**config.mk**
```make
export PLATFORM = sky130hd
export DESIGN_NAME = spi_host_fifo
export DESIGN_NICKNAME = d
export VERILOG_FILES = /design/src/rtl/spi_host_fifo.sv
export SDC_FILE = /design/constraint.sdc
export NUM_CORES = 1
export LEC_CHECK = 0
export CAP_MARGIN = 20
export CORE_ASPECT_RATIO = 2
export CORE_MARGIN = 4
export CORE_UTILIZATION = 63
export CTS_CLUSTER_SIZE = 16
export DETAILED_ROUTE_END_ITERATION = 8
export DONT_BUFFER_PORTS = 1
export HOLD_SLACK_MARGIN = 0.12
export PLACE_DENSITY = 0.81
export SYNTH_ARGS = -nofsm -noshare
export SYNTH_HDL_FRONTEND = slang
export SYNTH_HIERARCHICAL = 1
export SYNTH_SLANG_ARGS = --single-unit
```
**constraint.sdc**
```tcl
create_clock -name clk -period 3.59 [get_ports clk]
set_input_delay 0.718 -clock clk [delete_from_list [all_inputs] [get_ports clk]]
set_output_delay 0.718 -clock clk [all_outputs]
set_load 0.02 [all_outputs]
```
**src/rtl/spi_host_fifo.sv**
```systemverilog
// rtl/spi_host_fifo.sv - Byte-wide CPU bus to SPI master bridge with TX/RX FIFOs
//
// spi_host_fifo_q : synchronous FIFO, push side in_*, pop side out_* (tvalid = non-empty,
//                   tready = pop), plus full flag and a clear that empties it in one cycle.
// spi_host_fifo   : top level.
//   clk        system clock, rising edge
//   reset      synchronous active-low reset
//   rd, wr     one-cycle read / write strobes
//   a[1:0]     register select: 0 DATA, 1 STATUS, 2 CTRL, 3 DIV
//   din[7:0]   write data
//   dout[7:0]  read data, combinational while rd=1, else 8'h00
//   sck, sdcs, sdo, sdi   SPI clock, chip select (active low), MOSI, MISO

module spi_host_fifo_q #(
    parameter int DEPTH = 4,
    parameter int W     = 8
) (
    input  logic         clk,
    input  logic         resetn,
    input  logic         clear,
    input  logic         in_tvalid,
    input  logic [W-1:0] in_tdata,
    output logic         out_tvalid,
    input  logic         out_tready,
    output logic [W-1:0] out_tdata,
    output logic         full
);
    localparam int AW = $clog2(DEPTH);
    localparam logic [AW:0] FULL_CNT = (AW+1)'(DEPTH);

    logic [W-1:0]  mem [DEPTH];
    logic [AW-1:0] wp;
    logic [AW-1:0] rp;
    logic [AW:0]   cnt;
    logic          do_push;
    logic          do_pop;

    assign full       = (cnt == FULL_CNT);
    assign out_tvalid = (cnt != '0);
    assign out_tdata  = mem[rp];
    assign do_pop     = out_tready && out_tvalid;
    // A same-cycle pop frees the slot, so a push into a full FIFO still lands.
    assign do_push    = in_tvalid && (!full || do_pop);

    always_ff @(posedge clk) begin
        if (do_push) begin
            mem[wp] <= in_tdata;
        end
    end

    always_ff @(posedge clk) begin
        if (!resetn || clear) begin
            wp  <= '0;
            rp  <= '0;
            cnt <= '0;
        end else begin
            if (do_push) begin
                wp <= wp + 1'b1;
            end
            if (do_pop) begin
                rp <= rp + 1'b1;
            end
            case ({do_push, do_pop})
                2'b10:   cnt <= cnt + 1'b1;
                2'b01:   cnt <= cnt - 1'b1;
                default: cnt <= cnt;
            endcase
        end
    end
endmodule

module spi_host_fifo #(
    parameter int FIFO_DEPTH = 4,
    parameter int CLK_DIV    = 3
) (
    input  logic       clk,
    input  logic       reset,
    input  logic       rd,
    input  logic       wr,
    input  logic [1:0] a,
    input  logic [7:0] din,
    output logic [7:0] dout,
    output logic       sck,
    output logic       sdcs,
    output logic       sdo,
    input  logic       sdi
);
    localparam logic [2:0] ST_IDLE  = 3'd0;
    localparam logic [2:0] ST_SETUP = 3'd1;
    localparam logic [2:0] ST_SHIFT = 3'd2;
    localparam logic [2:0] ST_NEXT  = 3'd3;
    localparam logic [2:0] ST_HOLD  = 3'd4;
    localparam logic [2:0] ST_GAP   = 3'd5;

    logic       ctrl_cpol;
    logic       ctrl_cpha;
    logic       ctrl_manual;
    logic       ctrl_cs_level;
    logic [7:0] div_reg;
    logic       overrun;

    logic [2:0] state;
    logic [7:0] cnt;
    logic [3:0] hcnt;
    logic       cpha_l;
    logic [7:0] div_l;
    logic [7:0] tx_sr;
    logic [7:0] rx_sr;
    logic       sck_q;
    logic       cs_q;
    logic       sdo_q;

    logic       wr_data;
    logic       wr_ctrl;
    logic       wr_div;
    logic       rd_data;
    logic       rd_stat;
    logic       flush;

    logic       tx_valid;
    logic [7:0] tx_head;
    logic       tx_full;
    logic       rx_valid;
    logic [7:0] rx_head;
    logic       rx_full;
    logic       rx_push;
    logic       rx_drop;

    logic       load;
    logic       half_done;
    logic       edge_now;
    logic       edge_lead;
    logic       shift_out;
    logic       sample;
    logic       busy;
    logic [7:0] status;
    logic [7:0] ctrl_rd;

    assign wr_data = wr && (a == 2'd0);
    assign wr_ctrl = wr && (a == 2'd2);
    assign wr_div  = wr && (a == 2'd3);
    assign rd_data = rd && (a == 2'd0);
    assign rd_stat = rd && (a == 2'd1);
    assign flush   = wr_ctrl && din[7];

    // The engine takes a new byte from IDLE, or from NEXT to chain bytes under one CS.
    assign load    = tx_valid && ((state == ST_IDLE) || (state == ST_NEXT));
    assign rx_push = (state == ST_NEXT);
    // RX full is only a drop if the CPU is not popping in the same cycle.
    assign rx_drop = rx_push && rx_full && !(rd_data && rx_valid);

    spi_host_fifo_q #(.DEPTH(FIFO_DEPTH), .W(8)) u_tx_q (
        .clk        (clk),
        .resetn     (reset),
        .clear      (flush),
        .in_tvalid  (wr_data),
        .in_tdata   (din),
        .out_tvalid (tx_valid),
        .out_tready (load),
        .out_tdata  (tx_head),
        .full       (tx_full)
    );

    spi_host_fifo_q #(.DEPTH(FIFO_DEPTH), .W(8)) u_rx_q (
        .clk        (clk),
        .resetn     (reset),
        .clear      (flush),
        .in_tvalid  (rx_push),
        .in_tdata   (rx_sr),
        .out_tvalid (rx_valid),
        .out_tready (rd_data),
        .out_tdata  (rx_head),
        .full       (rx_full)
    );

    // SCK edges: the end of SETUP is edge 0 (leading); in SHIFT, the end of half
    // hcnt is edge hcnt+1, so edges are leading when hcnt is odd. The end of the
    // last half (hcnt=15) has no edge, sck has already returned to CPOL.
    assign half_done = (cnt == div_l);
    assign edge_now  = half_done && ((state == ST_SETUP) ||
                                     ((state == ST_SHIFT) && (hcnt != 4'd15)));
    assign edge_lead = (state == ST_SETUP) ? 1'b1 : hcnt[0];
    assign shift_out = edge_now && (edge_lead == cpha_l);
    assign sample    = edge_now && (edge_lead != cpha_l);

    always_ff @(posedge clk) begin
        if (!reset) begin
            ctrl_cpol     <= 1'b0;
            ctrl_cpha     <= 1'b0;
            ctrl_manual   <= 1'b0;
            ctrl_cs_level <= 1'b0;
            div_reg       <= 8'(CLK_DIV);
        end else begin
            if (wr_ctrl) begin
                ctrl_cpol     <= din[0];
                ctrl_cpha     <= din[1];
                ctrl_manual   <= din[2];
                ctrl_cs_level <= din[3];
            end
            if (wr_div) begin
                div_reg <= din;
            end
        end
    end

    always_ff @(posedge clk) begin
        if (!reset) begin
            overrun <= 1'b0;
        end else if (rx_drop) begin
            overrun <= 1'b1;
        end else if (rd_stat) begin
            overrun <= 1'b0;
        end
    end

    always_ff @(posedge clk) begin
        if (!reset) begin
            state  <= ST_IDLE;
            cnt    <= 8'd0;
            hcnt   <= 4'd0;
            cpha_l <= 1'b0;
            div_l  <= 8'd0;
            tx_sr  <= 8'd0;
            rx_sr  <= 8'd0;
            sck_q  <= 1'b0;
            cs_q   <= 1'b1;
            sdo_q  <= 1'b0;
        end else if (flush) begin
            state <= ST_IDLE;
            cnt   <= 8'd0;
            hcnt  <= 4'd0;
            cs_q  <= 1'b1;
            sck_q <= din[0];
        end else begin
            case (state)
                ST_IDLE: begin
                    sck_q <= ctrl_cpol;
                    cs_q  <= 1'b1;
                end
                ST_SETUP: begin
                    if (half_done) begin
                        cnt   <= 8'd0;
                        hcnt  <= 4'd0;
                        state <= ST_SHIFT;
                    end else begin
                        cnt <= cnt + 8'd1;
                    end
                end
                ST_SHIFT: begin
                    if (half_done) begin
                        cnt <= 8'd0;
                        if (hcnt == 4'd15) begin
                            state <= ST_NEXT;
                        end else begin
                            hcnt <= hcnt + 4'd1;
                        end
                    end else begin
                        cnt <= cnt + 8'd1;
                    end
                end
                ST_NEXT: begin
                    cnt   <= 8'd0;
                    state <= ST_HOLD;
                end
                ST_HOLD: begin
                    if (half_done) begin
                        cnt   <= 8'd0;
                        cs_q  <= 1'b1;
                        state <= ST_GAP;
                    end else begin
                        cnt <= cnt + 8'd1;
                    end
                end
                ST_GAP: begin
                    if (half_done) begin
                        cnt   <= 8'd0;
                        state <= ST_IDLE;
                    end else begin
                        cnt <= cnt + 8'd1;
                    end
                end
                default: begin
                    state <= ST_IDLE;
                    cnt   <= 8'd0;
                end
            endcase

            if (edge_now) begin
                sck_q <= ~sck_q;
            end
            if (shift_out) begin
                sdo_q <= tx_sr[7];
                tx_sr <= {tx_sr[6:0], 1'b0};
            end
            if (sample) begin
                rx_sr <= {rx_sr[6:0], sdi};
            end

            // Loading overrides the NEXT->HOLD default above. With CPHA=0 the MSB
            // goes out immediately, so the shifter keeps only the remaining bits.
            if (load) begin
                state  <= ST_SETUP;
                cnt    <= 8'd0;
                cpha_l <= ctrl_cpha;
                div_l  <= div_reg;
                sck_q  <= ctrl_cpol;
                cs_q   <= 1'b0;
                if (ctrl_cpha) begin
                    tx_sr <= tx_head;
                end else begin
                    tx_sr <= {tx_head[6:0], 1'b0};
                    sdo_q <= tx_head[7];
                end
            end
        end
    end

    assign busy    = (state != ST_IDLE) || tx_valid;
    assign status  = {3'b000, !tx_valid, overrun, busy, tx_full, rx_valid};
    assign ctrl_rd = {4'b0000, ctrl_cs_level, ctrl_manual, ctrl_cpha, ctrl_cpol};

    always_comb begin
        dout = 8'h00;
        if (rd) begin
            case (a)
                2'd0:    dout = rx_valid ? rx_head : 8'h00;
                2'd1:    dout = status;
                2'd2:    dout = ctrl_rd;
                default: dout = div_reg;
            endcase
        end
    end

    assign sck  = sck_q;
    assign sdo  = sdo_q;
    assign sdcs = ctrl_manual ? !ctrl_cs_level : cs_q;
endmodule

```
# After elaboration in Yosys (flattened, before gate mapping)

Memories as Yosys holds them, arrays and structs flattened. A register that Yosys moved wholly into a read port is not among the register bits.
Cells that the tools add are included.

Register bits after elaboration: 70
Memory bits (writable): 64
Input bits: 15
Memories: 2
Logic and storage cells: 164
Output and inout bits: 11

Memory list:

| name       | depth | bits a word | rd ports | clocked after memory_dff | wr ports | RTL line | RTL |
|---|---|---|---|---|---|---|---|
| u_rx_q.mem | 4     | 8           | 1        | 1                        | 1        | 31       | `logic [W-1:0] mem [DEPTH];` |
| u_tx_q.mem | 4     | 8           | 1        | 1                        | 1        | 31       |  |

$add $sub $neg: 10
Reduce and logical (&&, ||, !) cells: 51
Mux-type cells: 43
Equality and inequality tests: 31
Bitwise gates (word level): 4

Operators with widths:

| operator            | count |
|---|---|
| $mux 8              | 6 |
| $pmux 8 s3          | 1 |
| $mux 1              | 18 |
| $pmux 3 s6          | 1 |
| $logic_and 1x1->1   | 17 |
| $pmux 8 s2          | 1 |
| $mux 3              | 5 |
| $eq 3x3->1 const B  | 4 |
| $mux 4              | 3 |
| $ne 3x2->1 const B  | 4 |
| $pmux 3 s2          | 2 |
| $reduce_and 6->1    | 2 |
| $reduce_bool 3->1   | 4 |
| $ne 2x2->1 const B  | 5 |
| $reduce_bool 2->1   | 5 |
| $add 2x1->2 const B | 4 |
| $add 8x1->8 const B | 1 |
| $eq 2x2->1 const B  | 4 |
| $eq 8x8->1          | 1 |
| $mux 2              | 4 |
| $pmux 4 s2          | 1 |
| $reduce_and 2->1    | 4 |
| $add 3x1->3 const B | 2 |
| $eq 2x1->1 const B  | 3 |
| other kinds (21)    | 37 |

# Depth between registers and ports, before layout

Gate-level depths: netlist of run 1.

Depth in word-level cells: 8
Depth in mapped cells: 12
Mapped depth without buffers: 11

# Modules after synthesis

Netlist of run 1, hierarchy kept.

Modules (own cells, without submodules):

| module                    | area an instance (um^2) | cells an instance | instances | seq. area each (um^2) |
|---|---|---|---|---|
| spi_host_fifo             | 3075.4                  | 345               | 1         | 1121.1 |
| spi_host_fifo_q at u_tx_q | 1730.4                  | 100               | 1         | 1141.1 |
| spi_host_fifo_q at u_rx_q | 1647.8                  | 96                | 1         | 1141.1 |

# Worst setup path after synthesis of run 1

No wires, ideal clock.

Path type: input-to-reg
From: in a[0]
To: reg u_rx_q.cnt[2]
Setup time: 0.070 ns
Data required time: 3.520 ns
Data arrival time: 3.047 ns
Slack: 0.472 ns
Stages: 12
Cell sequence: clkbuf_1 -> nor3_1 -> or4b_1 -> buf_2 -> and2_4 -> inv_2 -> ha_1 -> inv_1 -> fa_1 -> xor2_1 -> or3_1 -> a21oi_1

Longest elaborated chain between the ends: 7

RTL lines:

| element                                         | RTL line | RTL |
|---|---|---|
| from (decl)                                     | 80       | `input logic [1:0] a,` |
| $logic_not 2->1 *                               | 142      | `assign rd_data = rd && (a == 2'd0);` |
| $logic_and 1x1->1 *                             | 142      |  |
| via rd_data                                     | 116      | `logic rd_data;` |
| $logic_and 1x1->1 *                             | 41       | `assign do_pop = out_tready && out_tvalid;` |
| $logic_or 1x1->1                                | 43       | `assign do_push = in_tvalid && (!full \|\| do_pop);` |
| $logic_and 1x1->1                               | 43       |  |
| $eq 2x1->1 or $eq 2x2->1 (tied branches)        | 63       | `case ({do_push, do_pop})` |
| $pmux 3 s2 or $reduce_bool 2->1 (tied branches) | -        |  |
| to (signal assigned)                            | 64       | `2'b10: cnt <= cnt + 1'b1;` |
| to (signal assigned)                            | 65       | `2'b01: cnt <= cnt - 1'b1;` |
| to (signal assigned)                            | 66       | `default: cnt <= cnt;` |
| to (decl)                                       | 34       | `logic [AW:0] cnt;` |

The timed path passes the listed nets; every way through them passes the cells marked *.
A chain may end at the register's enable or synchronous reset.

==> results of run 1 <==
[how the worst min path moves through the flow]
stage / start / to / slack [ps] / cells after the start
after detailed placement: tx_sr[1] / tx_sr[1] / 460 / 2
after global placement: tx_sr[4] / tx_sr[4] / 450 / 2
after CTS: reset / div_reg[1] / 380 / 1
after global routing: din[4] / u_tx_q/mem[0][4] / 370 / 0
after floorplan: tx_sr[7] / tx_sr[7] / 430 / 2
final: din[4] / u_tx_q/mem[0][4] / 400 / 0
[per-stage QoR]
stage                     hold slack (ps)  utilization, %  worst slack, ps  cells
after floorplan                       433               -              472    541
after global placement                449            64.3              550    650
after detailed placement              458            64.3              464    650
after CTS                             379            70.6              548    682
after global routing                  372            70.6              467    682
final                                 396            70.6              604    682
[cell usage in the layout, fill, tap and decap left out, drive strengths merged, types with 17 or more instances in the layout]
cell / instances
dfxtp: 74
mux2i: 34
nand2: 49
mux4: 17
xor2: 20
inv: 27
nand3: 17
nor2: 32
edfxtp: 64
nor2b: 20
clkbuf: 18
[layer usage]
layer  track usage [%]  vias to the layer above
li1                  -                     1953
met1              23.9                     2092
met2              45.5                      145
met3              6.43                       41
met4              11.5                        0
met5                 0                        -
[cell families after synthesis]
kind of cell	count (synthesis)
buffers and inverters	50
XOR/XNOR	25
multiplexers	53
flip-flops	138
AO/OA/AOI/OAI	73
AND/OR/NAND/NOR	188
adder cells (fa/ha/maj)	14
[area by class of cell]
class | count | area [um2] | area share, %
sequential | 138 | 3400 | 47.8
clock inverter | 14 | 200 | 2.81
clock buffer | 18 | 439 | 6.17
timing repair buffer | 4 | 30.0 | 0.422
inverter | 20 | 75.1 | 1.05
multi-input combinational | 353 | 2800 | 39.4
tap | 135 | 169 | 2.37
[power by group]
| group | internal (mW) | total (mW) | leakage (nW) | switching (mW) |
|---|---|---|---|---|
| clock network | 1.14 | 1.87 | 0.311 | 0.721 |
| logic | 0.0644 | 0.150 | 1.11 | 0.0854 |
| registers | 1.65 | 1.67 | 1.15 | 0.0176 |
[worst register-to-register path: stages (launching register included)]
cell and delay (ps):
dfxtp_1 500, or3_2 260, nor3b_4 420, o31a_4 270, or2b_1 250, fa_1 440, nor4b_4 310, o21a_1 170
nor3_2 40
==> run metrics, run 1 <==
leakage=2.58 nW; Placed Area=6480 um2; RSZ-0062 raised after global routing=no; P per Cell Area=518 nW/um2; Iter 0 DRT Violations=362; die width=79.6 um; vias per std cell=6.20; Ys Warns=6; routed length per instance=19.8 um; Max IR drop VDD=0.000448 V; Worst R2R Path Depth=8; Final Wtd Congestion=0.846; Post-Synth Adder-Cell Area=2.91%; multiplexer area fraction after synthesis=11.6%; kind of critical path=reg2out; setup repair bufs after CTS=0; crit-path leading delay family=multiplexers; M1 WL=4650 um; core footprint=10100 um2; CP max stage delay=670 ps; initial antenna violation count=0; Crit path depth=4; Design Power=3.69 mW; Synth Area in Simple Gates=16.7%; max-cap viol count=0; setup slack, reg-to-reg=830 ps; leading area contributor after synthesis=edfxtp_1; Final Skew=10.6 ps; CP Cell Sequence=mux4_2, nand2_1, mux4_2, nor2_1; crit path buf inv count=0; CTS max path bufs=2; Clock Pin Slew Worst Setup and Hold Paths=70 ps; Rows=52; DR DRC count=0; most used cell along the critical path=mux4_2; final hold vios=0; Async S/R FF share, synth=0%; share of post-route cells with drive strength above 1=15.9%; top-count cell post-synth=dfxtp_1; max-slew violations=0; CTS tree=done; worst min path class=in2reg; mapped cell area=6450 um2; Max Fclk=335 MHz; TritonCTS Buffers=17; CP Launch Type=flip-flop; count of flip-flops with a built-in enable after synthesis=64; syn avg cell area=11.9 um2; total track usage=24.2%; first-pass GRT wire length=21800 um; highest routed layer=met4; critical path's slowest cell=dfxtp_1; initial core utilization=64.0%; CTS resizes=0; Final ANT Viol Nets=0; CP endpoint=dout[2]; I/O Pins=26; Post-synth top flop=dfxtp_1; largest net degree at the start of global routing=53; Critical Path RT=2870 ps; crit path DAT=2270 ps; synth cell count leaders=74 x dfxtp_1, 64 x edfxtp_1, 48 x nand2_1; total negative slack=0 ps; antenna cells=0; port bufs=0; critical path peak fanout=8; reg2reg end=u_tx_q/cnt[2]; min cycle time layout=2990 ps; DRT Pass-1 Iters=5; hpwl dp=9580 um; Yosys top cell area share=29.8%; Post-CTS Hold Buffers=0; Met2 Wirelength=7670 um; Slew @ Worst Pin=786 ps; Final period util=83.2%; Syn Nets=569; Area Growth Syn to Fin=10.3%; FF+latch count, synth=138; worst r2r src=u_tx_q/cnt[0]; ranking of synthesized cells by area=edfxtp_1 30%, dfxtp_1 23%, mux4_2 5.9%; # setup viols final=0; final wirelength=13500 um; CTS root buf=clkbuf_16; post-synth cell types=80; Post-Synth XOR/XNOR Area=3.39%; largest family of logic cells by synthesized area=simple AND/OR/NAND/NOR gates; Slew Limit Headroom=47.3%; Final Net Count=562; status=finished, final reports clean; met3 wire len=683 um; die area=12000 um2; Fill cells=673; CTS H-tree depth=4; Synth Area in Compound Gates=8.80%; Post-Syn Instances=541; CTS Sinks=138; Clk Latency, worst-skew pair=410 ps; Die Ht=151 um; gr ovfl total=0; top flop regs=u_rx_q/mem (32), u_tx_q/mem (32); Final Instance Area=7120 um2; number of global-route vias before repair=4330; vias=4231; Seq/Total Area, Yosys=52.7%; crit end category=primary output
Note: power is estimated with default switching activity, not from simulation.
==> inputs of run 2 (changes only) <==
==> constraint.sdc (replaced) <==
create_clock -name clk -period 2.8 [get_ports clk]
set_input_delay 0.56 -clock clk [delete_from_list [all_inputs] [get_ports clk]]
set_output_delay 0.56 -clock clk [all_outputs]
set_load 0.02 [all_outputs]
==> run 2 against run 1 <==
Net effect:
- clock power increased by 22%
- flip-flop and latch count unchanged
- sequential power increased by 28%
- die area unchanged
- largest power group unchanged
==> run metrics, run 2 (synthesis gave the netlist of run 1 again) <==
status=finished, final reports clean; Final period util=96.0%; Final Instance Area=7160 um2 (+0.61%); crit path buf inv count=0 (unchanged); initial core utilization=64.0% (unchanged); die width=79.6 um (unchanged); Slew Limit Headroom=64.3% (+17 points); port bufs=0 (unchanged); CTS Sinks=138 (unchanged); Fill cells=674 (+0.15%); Worst R2R Path Depth=8 (unchanged); max-slew violations=0 (unchanged); DRT Pass-1 Iters=5 (unchanged); total track usage=25.1% (+0.91 points); crit end category=flip-flop; Final Wtd Congestion=0.852 (+0.70%); Area Growth Syn to Fin=11.0%; total negative slack=0 ps (unchanged); worst min path class=in2reg; CP max stage delay=490 ps (-180 ps); RSZ-0062 raised after global routing=no; reg2reg end=u_tx_q/cnt[2]; I/O Pins=26 (unchanged); worst r2r src=u_tx_q/cnt[0]; Multi-input gate area=2810 um2 (+0.18%); routed length per instance=20.0 um (+1.3%); CP Launch Type=flip-flop; P per Cell Area=646 nW/um2 (+25%); placed cells=659 (+1.4%); initial antenna violation count=0 (unchanged); sequential cell area=3410 um2 (about the same); WHS Endpoint=u_tx_q/mem[2][5]; antenna cells=0 (unchanged); commonest non-fill, non-tap cells in the layout=72 x dfxtp_1, 64 x edfxtp_1, 48 x nand2_1; TritonCTS Buffers=17 (unchanged); kind of critical path=reg2reg; first-pass GRT wire length=22500 um (+3.2%); final wirelength=13900 um (+2.6%); vias per std cell=6.07 (-2.2%); CTS max path bufs=2 (unchanged); number of global-route vias before repair=4386 (+1.3%); hpwl dp=9840 um (+2.7%); Final Skew=10.5 ps (-0.0969 ps); CTS root buf=clkbuf_16; Max Fclk=372 MHz; gr ovfl total=0 (unchanged); Rows=52 (unchanged); Place WS=175 ps (-290 ps); Final WS setup=112 ps (-492 ps); # setup viols final=0 (unchanged); Placed Area=6560 um2 (+1.1%); Non-Filler Instances=691 (+1.3%); Final Net Count=571 (+1.6%); Clk Latency, worst-skew pair=420 ps (about the same); die area=12000 um2 (unchanged); core footprint=10100 um2 (unchanged); Max IR drop VDD=0.000667 V (+49%); DR DRC count=0 (unchanged); Final ANT Viol Nets=0 (unchanged); min cycle time layout=2690 ps; crit path DAT=2990 ps (+720 ps); critical path's slowest cell=dfxtp_1; CTS tree=done; final hold slack=236 ps (-159 ps); share of post-route cells with drive strength above 1=17.6% (+1.7 points); max-cap viol count=0 (unchanged); largest net degree at the start of global routing=53 (unchanged); vias=4192 (-0.92%); most common cell after layout, fill and taps aside=dfxtp_1; Slew @ Worst Pin=532 ps (-254 ps); leakage=2.62 nW (+1.7%); final hold vios=0 (unchanged); Iter 0 DRT Violations=292 (-19%); Hold Crit Start=din[5]; setup slack, reg-to-reg=110 ps (-720 ps); top flop regs=u_rx_q/mem (32), u_tx_q/mem (32); Die Ht=151 um (unchanged); CP Cell Sequence=or3_2, nor3b_4, o31a_4, or2b_1, fa_1, nor4b_4, o21a_1, nor3_2; Critical Path RT=3100 ps (+230 ps); critical path peak fanout=8 (unchanged); CTS H-tree depth=4 (unchanged); crit-path leading delay family=simple AND/OR/NAND/NOR gates; Clock Pin Slew Worst Setup and Hold Paths=60 ps (about the same); Worst Hold Path Cells=0 (unchanged)
run 2: layout make-up:
type                       instances  share of cell area (%)
tap                              135                    2.36
timing repair buffer              13                    1.36
multi-input combinational        353                    39.2
inverter                          20                    1.07
clock buffer                      21                    6.43
clock inverter                    11                    2.04
sequential                       138                    47.5
run 2: worst max-delay path by stage:
stage,endpoint,depth (start not counted),from
4_1_cts,dout[4],6,flip-flop
6_report,u_tx_q/cnt[2],8,u_tx_q/cnt[0]
5_1_grt,u_tx_q/cnt[2],8,u_tx_q/cnt[0]
3_3_place_gp,u_rx_q/cnt[2],11,rd
3_5_place_dp,u_rx_q/cnt[2],11,rd
2_1_floorplan,u_tx_q/cnt[2],10,state[0]
run 2: where the power goes:
part / internal (mW) / switching [mW]
Sequential: 2.12 / 0.0181
Clock: 1.45 / 0.838
Combinational: 0.0888 / 0.116
run 2: repair_timing:
item,4_1_cts,5_1_grt
hold buffers,0,0
setup buffers,0,0
endpoints found under the setup margin,0,3
resized for setup,0,2
run 2: metal layers:
metal / up-vias / GRT usage, % / routed length (um)
li1: 1976 / - / -
met1: 2047 / 24.7 / 4720
met2: 134 / 46.8 / 7870
met3: 35 / 6.90 / 735
met4: 0 / 12.6 / 528
met5: - / 0 / 0
run 2: stage by stage:
stage / util (%) / power [mW]
6_report: 71.0 / 4.63
3_3_place_gp: 65.0 / 2.38
5_1_grt: 71.0 / 4.75
4_1_cts: 71.0 / 4.65
3_5_place_dp: 65.0 / 2.38
2_1_floorplan: - / 2.36
